[src/rtl/framebuffer_scanout_if.sv]
// Avalon-MM read port and Avalon-ST pixel port of the framebuffer scanout engine.
// master = the scanout engine; slave = the OCRAM plus the display sink.
interface framebuffer_scanout_if;
   logic [31:0] m_address;
   logic        m_read;
   logic        m_waitrequest;
   logic [15:0] m_readdata;
   logic        m_readdatavalid;
   logic [15:0] px_data;
   logic        px_valid;
   logic        px_ready;
   logic        px_sop;
   logic        px_eop;

   modport master (
      output m_address, m_read, px_data, px_valid, px_sop, px_eop,
      input  m_waitrequest, m_readdata, m_readdatavalid, px_ready
   );

   modport slave (
      input  m_address, m_read, px_data, px_valid, px_sop, px_eop,
      output m_waitrequest, m_readdata, m_readdatavalid, px_ready
   );
endinterface

[src/rtl/framebuffer_scanout.sv]
// Walks one frame of 16-bit pixels in OCRAM and streams it out through a pixel FIFO.
// Reads are credit-limited, so every returned word always has a free FIFO slot.
module framebuffer_scanout #(
   parameter int unsigned H_RES      = 320,
   parameter int unsigned V_RES      = 240,
   parameter int unsigned FIFO_DEPTH = 16
) (
   input  logic                  clk,
   input  logic                  reset,
   input  logic                  start,
   input  logic [31:0]           fb_base,
   output logic                  busy,
   output logic                  done,
   framebuffer_scanout_if.master bus
);
   localparam int unsigned    AW       = (FIFO_DEPTH > 1) ? $clog2(FIFO_DEPTH) : 1;
   localparam logic [7:0]     ROW_LAST = 8'(V_RES - 1);
   localparam logic [8:0]     COL_LAST = 9'(H_RES - 1);
   localparam logic [AW+1:0]  DEPTH_W  = FIFO_DEPTH[AW+1:0];

   typedef enum logic [1:0] {IDLE, FETCH, DRAIN} state_t;

   state_t        state;
   logic [31:0]   base;
   logic [31:0]   m_address_q;
   logic          m_read_q;
   logic [7:0]    row, nr, orow;
   logic [8:0]    col, nc, ocol;
   logic [AW:0]   in_flight, in_flight_nxt, count, count_nxt;
   logic [AW-1:0] wr_ptr, rd_ptr;
   logic [15:0]   mem [FIFO_DEPTH];
   logic          accept, push, pop, credit_ok, last_req, last_popped, px_valid_i;

   assign px_valid_i    = (count != '0);
   assign bus.m_address = m_address_q;
   assign bus.m_read    = m_read_q;
   assign bus.px_valid  = px_valid_i;
   assign bus.px_data   = px_valid_i ? mem[rd_ptr] : '0;
   assign bus.px_sop    = px_valid_i && (orow == '0) && (ocol == '0);
   assign bus.px_eop    = px_valid_i && (orow == ROW_LAST) && (ocol == COL_LAST);

   // Credit is judged on post-update counts so the next issued read already has its slot.
   always_comb begin
      accept        = m_read_q && !bus.m_waitrequest;
      push          = bus.m_readdatavalid && (state != IDLE);
      pop           = px_valid_i && bus.px_ready;
      in_flight_nxt = in_flight + {{AW{1'b0}}, accept} - {{AW{1'b0}}, push};
      count_nxt     = count + {{AW{1'b0}}, push} - {{AW{1'b0}}, pop};
      credit_ok     = ({1'b0, count_nxt} + {1'b0, in_flight_nxt}) < DEPTH_W;
      last_req      = (row == ROW_LAST) && (col == COL_LAST);
      nc            = col + 9'd1;
      nr            = row;
      if (col == COL_LAST) begin
         nc = '0;
         nr = row + 8'd1;
      end
   end

   always_ff @(posedge clk) begin
      if (push) mem[wr_ptr] <= bus.m_readdata;
   end

   always_ff @(posedge clk or posedge reset) begin
      if (reset) begin
         state       <= IDLE;
         base        <= '0;
         row         <= '0;
         col         <= '0;
         m_address_q <= '0;
         m_read_q    <= 1'b0;
         busy        <= 1'b0;
         done        <= 1'b0;
         in_flight   <= '0;
         count       <= '0;
         wr_ptr      <= '0;
         rd_ptr      <= '0;
         orow        <= '0;
         ocol        <= '0;
         last_popped <= 1'b0;
      end else begin
         done      <= 1'b0;
         in_flight <= in_flight_nxt;
         count     <= count_nxt;
         if (push) wr_ptr <= wr_ptr + 1'b1;
         if (pop)  rd_ptr <= rd_ptr + 1'b1;

         // sop/eop track what the sink has taken, independent of the read side
         if (state == IDLE && start) begin
            orow        <= '0;
            ocol        <= '0;
            last_popped <= 1'b0;
         end else if (pop) begin
            if (ocol == COL_LAST) begin
               ocol <= '0;
               orow <= orow + 8'd1;
            end else begin
               ocol <= ocol + 9'd1;
            end
            if (orow == ROW_LAST && ocol == COL_LAST) last_popped <= 1'b1;
         end

         case (state)
            IDLE: if (start) begin
               base        <= fb_base;
               row         <= '0;
               col         <= '0;
               m_address_q <= fb_base;
               m_read_q    <= 1'b1;
               busy        <= 1'b1;
               state       <= FETCH;
            end
            FETCH: begin
               if (accept) begin
                  if (last_req) begin
                     m_read_q <= 1'b0;
                     state    <= DRAIN;
                  end else begin
                     row         <= nr;
                     col         <= nc;
                     m_address_q <= base + {14'd0, nr, nc, 1'b0};
                     m_read_q    <= credit_ok;
                  end
               end else if (!m_read_q) begin
                  m_read_q <= credit_ok;
               end
            end
            DRAIN: if (in_flight == '0 && count == '0 && last_popped) begin
               done  <= 1'b1;
               busy  <= 1'b0;
               state <= IDLE;
            end
            default: state <= IDLE;
         endcase
      end
   end

   a_no_overflow: assert property (@(posedge clk) disable iff (reset) !(push && count[AW]));
endmodule

[src/flat_wrapper.sv]
// flat-port wrapper written by rule: the top's interface ports become plain ports
module framebuffer_scanout_flat 
#(
   parameter int unsigned H_RES      = 320,
   parameter int unsigned V_RES      = 240,
   parameter int unsigned FIFO_DEPTH = 16
)
  (clk, reset, start, fb_base, busy, done, bus_m_address, bus_m_read, bus_px_data, bus_px_valid, bus_px_sop, bus_px_eop, bus_m_waitrequest, bus_m_readdata, bus_m_readdatavalid, bus_px_ready);
  framebuffer_scanout_if bus_i ();
  input  logic clk;
  input  logic reset;
  input  logic start;
  input  logic [31:0] fb_base;
  output logic busy;
  output logic done;
  output wire logic [$bits(bus_i.m_address)-1:0] bus_m_address;
  output wire logic [$bits(bus_i.m_read)-1:0] bus_m_read;
  output wire logic [$bits(bus_i.px_data)-1:0] bus_px_data;
  output wire logic [$bits(bus_i.px_valid)-1:0] bus_px_valid;
  output wire logic [$bits(bus_i.px_sop)-1:0] bus_px_sop;
  output wire logic [$bits(bus_i.px_eop)-1:0] bus_px_eop;
  input wire logic [$bits(bus_i.m_waitrequest)-1:0] bus_m_waitrequest;
  input wire logic [$bits(bus_i.m_readdata)-1:0] bus_m_readdata;
  input wire logic [$bits(bus_i.m_readdatavalid)-1:0] bus_m_readdatavalid;
  input wire logic [$bits(bus_i.px_ready)-1:0] bus_px_ready;
  assign bus_m_address = bus_i.m_address;
  assign bus_m_read = bus_i.m_read;
  assign bus_px_data = bus_i.px_data;
  assign bus_px_valid = bus_i.px_valid;
  assign bus_px_sop = bus_i.px_sop;
  assign bus_px_eop = bus_i.px_eop;
  assign bus_i.m_waitrequest = bus_m_waitrequest;
  assign bus_i.m_readdata = bus_m_readdata;
  assign bus_i.m_readdatavalid = bus_m_readdatavalid;
  assign bus_i.px_ready = bus_px_ready;
  framebuffer_scanout #(.H_RES(H_RES), .V_RES(V_RES), .FIFO_DEPTH(FIFO_DEPTH)) u_core (.clk(clk), .reset(reset), .start(start), .fb_base(fb_base), .busy(busy), .done(done), .bus(bus_i));
endmodule
[config.mk]
export PLATFORM = sky130hd
export DESIGN_NAME = framebuffer_scanout_flat
export DESIGN_NICKNAME = d
export VERILOG_FILES = /design/src/rtl/framebuffer_scanout_if.sv /design/src/rtl/framebuffer_scanout.sv /design/src/flat_wrapper.sv
export SDC_FILE = /design/constraint.sdc
export NUM_CORES = 1
export LEC_CHECK = 0
export CORE_ASPECT_RATIO = 2
export CORE_MARGIN = 2
export CORE_UTILIZATION = 50
export DETAILED_ROUTE_END_ITERATION = 12
export PLACE_DENSITY_LB_ADDON = 0.2
export SLEW_MARGIN = 20
export SYNTH_ARGS = -nofsm -noshare
export SYNTH_HDL_FRONTEND = slang
export SYNTH_SLANG_ARGS = --single-unit
[constraint.sdc]
create_clock -name clk -period 4.6 [get_ports clk]
set_input_delay 1.15 -clock clk [delete_from_list [all_inputs] [get_ports clk]]
set_output_delay 1.15 -clock clk [all_outputs]
set_load 0.1 [all_outputs]
==> results.md <==
* Status: completed
* Synthesized net count at 1288
* Final net count at between 1k and 1.5k
* Worst setup SP type: flip-flop
* Slew Limit Fails at 0
* # H-tree levels at 2
* CTS tree: done
* Post-CTS Resized at 0
* Pre-CTS setup slack at about 0.36 ns
* Post-route DRC violation count at 0
* Critical path's slowest cell: dfrtp_4
* RSZ-0062 raised after global routing: no
* Worst-Margin Slew at 1.05 ns
* Aggregate global routing overflow at 0
* Worst setup EP type: output port
* Final setup viols at 0
* Final hold vios at 0
* Crit path launch: u_core.rd_ptr[0]
* Max Freq at ~250 MHz
* FF-to-FF Start: u_core.col[0]
* NetSw at approximately 0.0056 W
* GRT Total Usage at roughly a quarter
* Max-cap violation count at 0
* Commonest non-fill, non-tap cell in the layout: edfxtp_1
* Clk slew on worst S/H paths at 0.07 ns
* Row cnt at 95
* Yosys warnings at 0
* Critical path's top delay family: multiplexers
* Async set-reset flop share out of synthesis at about 32%
* Number of synthesized flops with an enable pin at between 200 and 300
* Worst Path Max Fanout at 33
* Cell internal pwr at approximately 0.0081 W
* Worst path most repeated cell: mux4_2
* Post-route minimum period at slightly above 4 ns
* Area growth from synthesis to layout at 17.0%
* Yosys top cell by area: edfxtp_1
* Syn Inst Count at 1187
* CTS Buf Count at 34
* Clk sink count at between 300 and 400
* Die Span Y at 264 µm
* Primary FF master, synth: edfxtp_1
* GPL Wtd Cong at ~0.90
* Die ar. at approximately 35000 µm²
* Final WL at 41100 µm
* Fin crit share at between 80% and 90%
* Commonest cells after routing, fill and taps aside: edfxtp_1, nand2_1, dfrtp_1
* Hold Path Class: reg -> reg
* Port bufs at 107
* Synth Register Bits at about 380
* WP data required at about 3.5 ns
* Max Root-Sink Buffers at 3
* Num ports at about 110
* Crit path DAT at 2.91 ns
* Yosys cell types at 64
* DPL Wire Length at about 28000 µm
* Leakage at approximately 7.5 nW
* First-pass DRT Iterations at 4
* Share of layout cells above drive strength 1 at around 16%
* Worst Hold Launch: u_core.rd_ptr[3]
* Crit-path max cell delay at between 0.5 and 0.6 ns
* Routed wire per std cell at between 20 and 25 µm
* Footprint of the multi-input gates at 5790 µm²
* Final WS setup at around 0.54 ns
* Core ar. at ~33000 µm²
* Clk Latency, worst-skew pair at approximately 0.52 ns
* Clock Skew at 0.0121 ns
* Setup TNS at 0 ns
* Worst vdd ir at 0.582 mV
* # fillers at 2628
* Largest net degree at the start of global routing at between 50 and 60
* Switching part of the total at between 40% and 50%
* DR iter-0 viols at 537
* Clk root buf: clkbuf_16
* Crit-path cells: buf_12 > mux4_2 > mux4_2 > and2_1 > buf_4
* Seq pwr share at 33.5%
* Via density at roughly 5.8
* Setup Fix Bufs, Post-CTS at 0
* Post-Syn Area at 16900 µm²
* DIE WIDTH at about 130 µm
* Number of global-route vias before repair at ~11k
* DR vias at just over 10k
* First-pass GRT wire length at between 60000 and 70000 µm
* Post-route ant nets at 0
* Syn Area/Cell at about 14 µm²
* Number of diodes at 0
* Logic pwr share at 44.2%
* Register area at between 10000 and 15000 µm²
* Slew HR at about 30%
* Power per cell area at 693 nW/µm²
* Sequential share of the synthesized area at a little under two thirds
* Hold_buf cts at 0
* Yosys top cell area share at a little under half
* Clk network pwr share at roughly 22%
* Worst Path Buf+Inv at 2
* Antenna violations before repair at 0
* Worst setup path category: reg -> out
* Top cells by area, synth: edfxtp_1, dfrtp_1, mux4_2
* Starting Density at 50.6%
-- power groups by stage --
stage               logic (W)  clock network (W)  registers, W
finish                0.00606            0.00305       0.00459
detailed placement    0.00611                  0       0.00465
global route          0.00642            0.00323       0.00465
global placement      0.00606                  0       0.00464
CTS                   0.00613            0.00311       0.00459
floorplan             0.00376                  0       0.00546
-- cell type report --
class	count	area share, %
flip-flops and latches	378	54.4
multi-input cells	732	29.3
repair buffers	148	6.99
clock buffers	42	4.67
well taps	436	2.76
clock inverters	19	1.37
inverters	29	0.563
-- registers in the layout (all words and copies together) (netlist names) --
signal	flops
u_core.bus.m_read	1
u_core.ocol	9
u_core.orow	8
u_core.mem	256
u_core.row	8
u_core.state	2
u_core.busy	1
u_core.count	5
u_core.base	32
u_core.wr_ptr	4
u_core.done	1
u_core.in_flight	5
u_core.rd_ptr	4
u_core.bus.m_address	32
u_core.col	9
u_core.last_popped	1
-- metal layers --
layer  vias to the layer above  share of wire [%]  track usage (%)
li1                       4685                  -                -
met5                         -                  0                0
met1                      5244                 33             24.4
met3                       111                3.6             2.88
met2                       287                 58             47.5
met4                         0                5.0             11.9
-- stage by stage --
stage               power [W]  util, %  instances  hold WS (ns)  cell area [µm²]
floorplan             0.00922        -       1187         0.433            16900
global placement       0.0107     55.6       1723         0.462            18600
detailed placement     0.0108     55.6       1723         0.468            18600
CTS                    0.0138     59.2       1784         0.483            19800
global route           0.0143     59.2       1784         0.503            19800
finish                 0.0137     59.2       1784         0.479            19800
-- cell usage after synthesis, drive strengths merged (3+ instances only) --
cell    number
a211oi       5
a21o        10
a21oi       54
a22oi       12
a31oi        8
and2        32
and3        12
buf         25
clkbuf      23
dfrtp      122
edfxtp     256
fa           3
ha          44
inv         29
mux2i        3
mux4        80
nand2      174
nand2b       5
nand3       29
nand4       16
nor2        63
nor2b        4
nor3        11
nor3b        5
nor4         6
nor4b        3
o21ai       58
o21bai       4
o31ai        3
or3          4
xnor2       42
xor2        24
-- kinds of logic (layout without fill, tap and decap cells) --
kind of cell | Yosys count | in the layout | share of synthesized area [%]
xor gates and xnor gates | 66 | 66 | 3.42
and+or+nand+nor | 373 | 373 | 10.5
buffers and inverters | 77 | 238 | 2.19
muxes | 84 | 84 | 10.9
DFF | 378 | 378 | 63.6
AOI/OAI and AO/OA | 162 | 162 | 5.77
adders and majority gates | 47 | 47 | 3.62
-- path summary, 6_finish.rpt --
kind | end | slack, ns | cells past startpoint
worst max-delay path | bus_px_data[3] | 0.54 | 5
worst min-delay path | u_core.rd_ptr[3] | 0.48 | 1
worst max register to register | u_core.bus.m_address[27] | 0.68 | 16
worst min register to register | u_core.rd_ptr[3] | 0.48 | 1
max in group asynchronous | u_core.bus.m_address[3] | 2.72 | 3
min in group asynchronous | u_core.done | 1.07 | 2
Note: power is estimated with default switching activity, not from simulation.
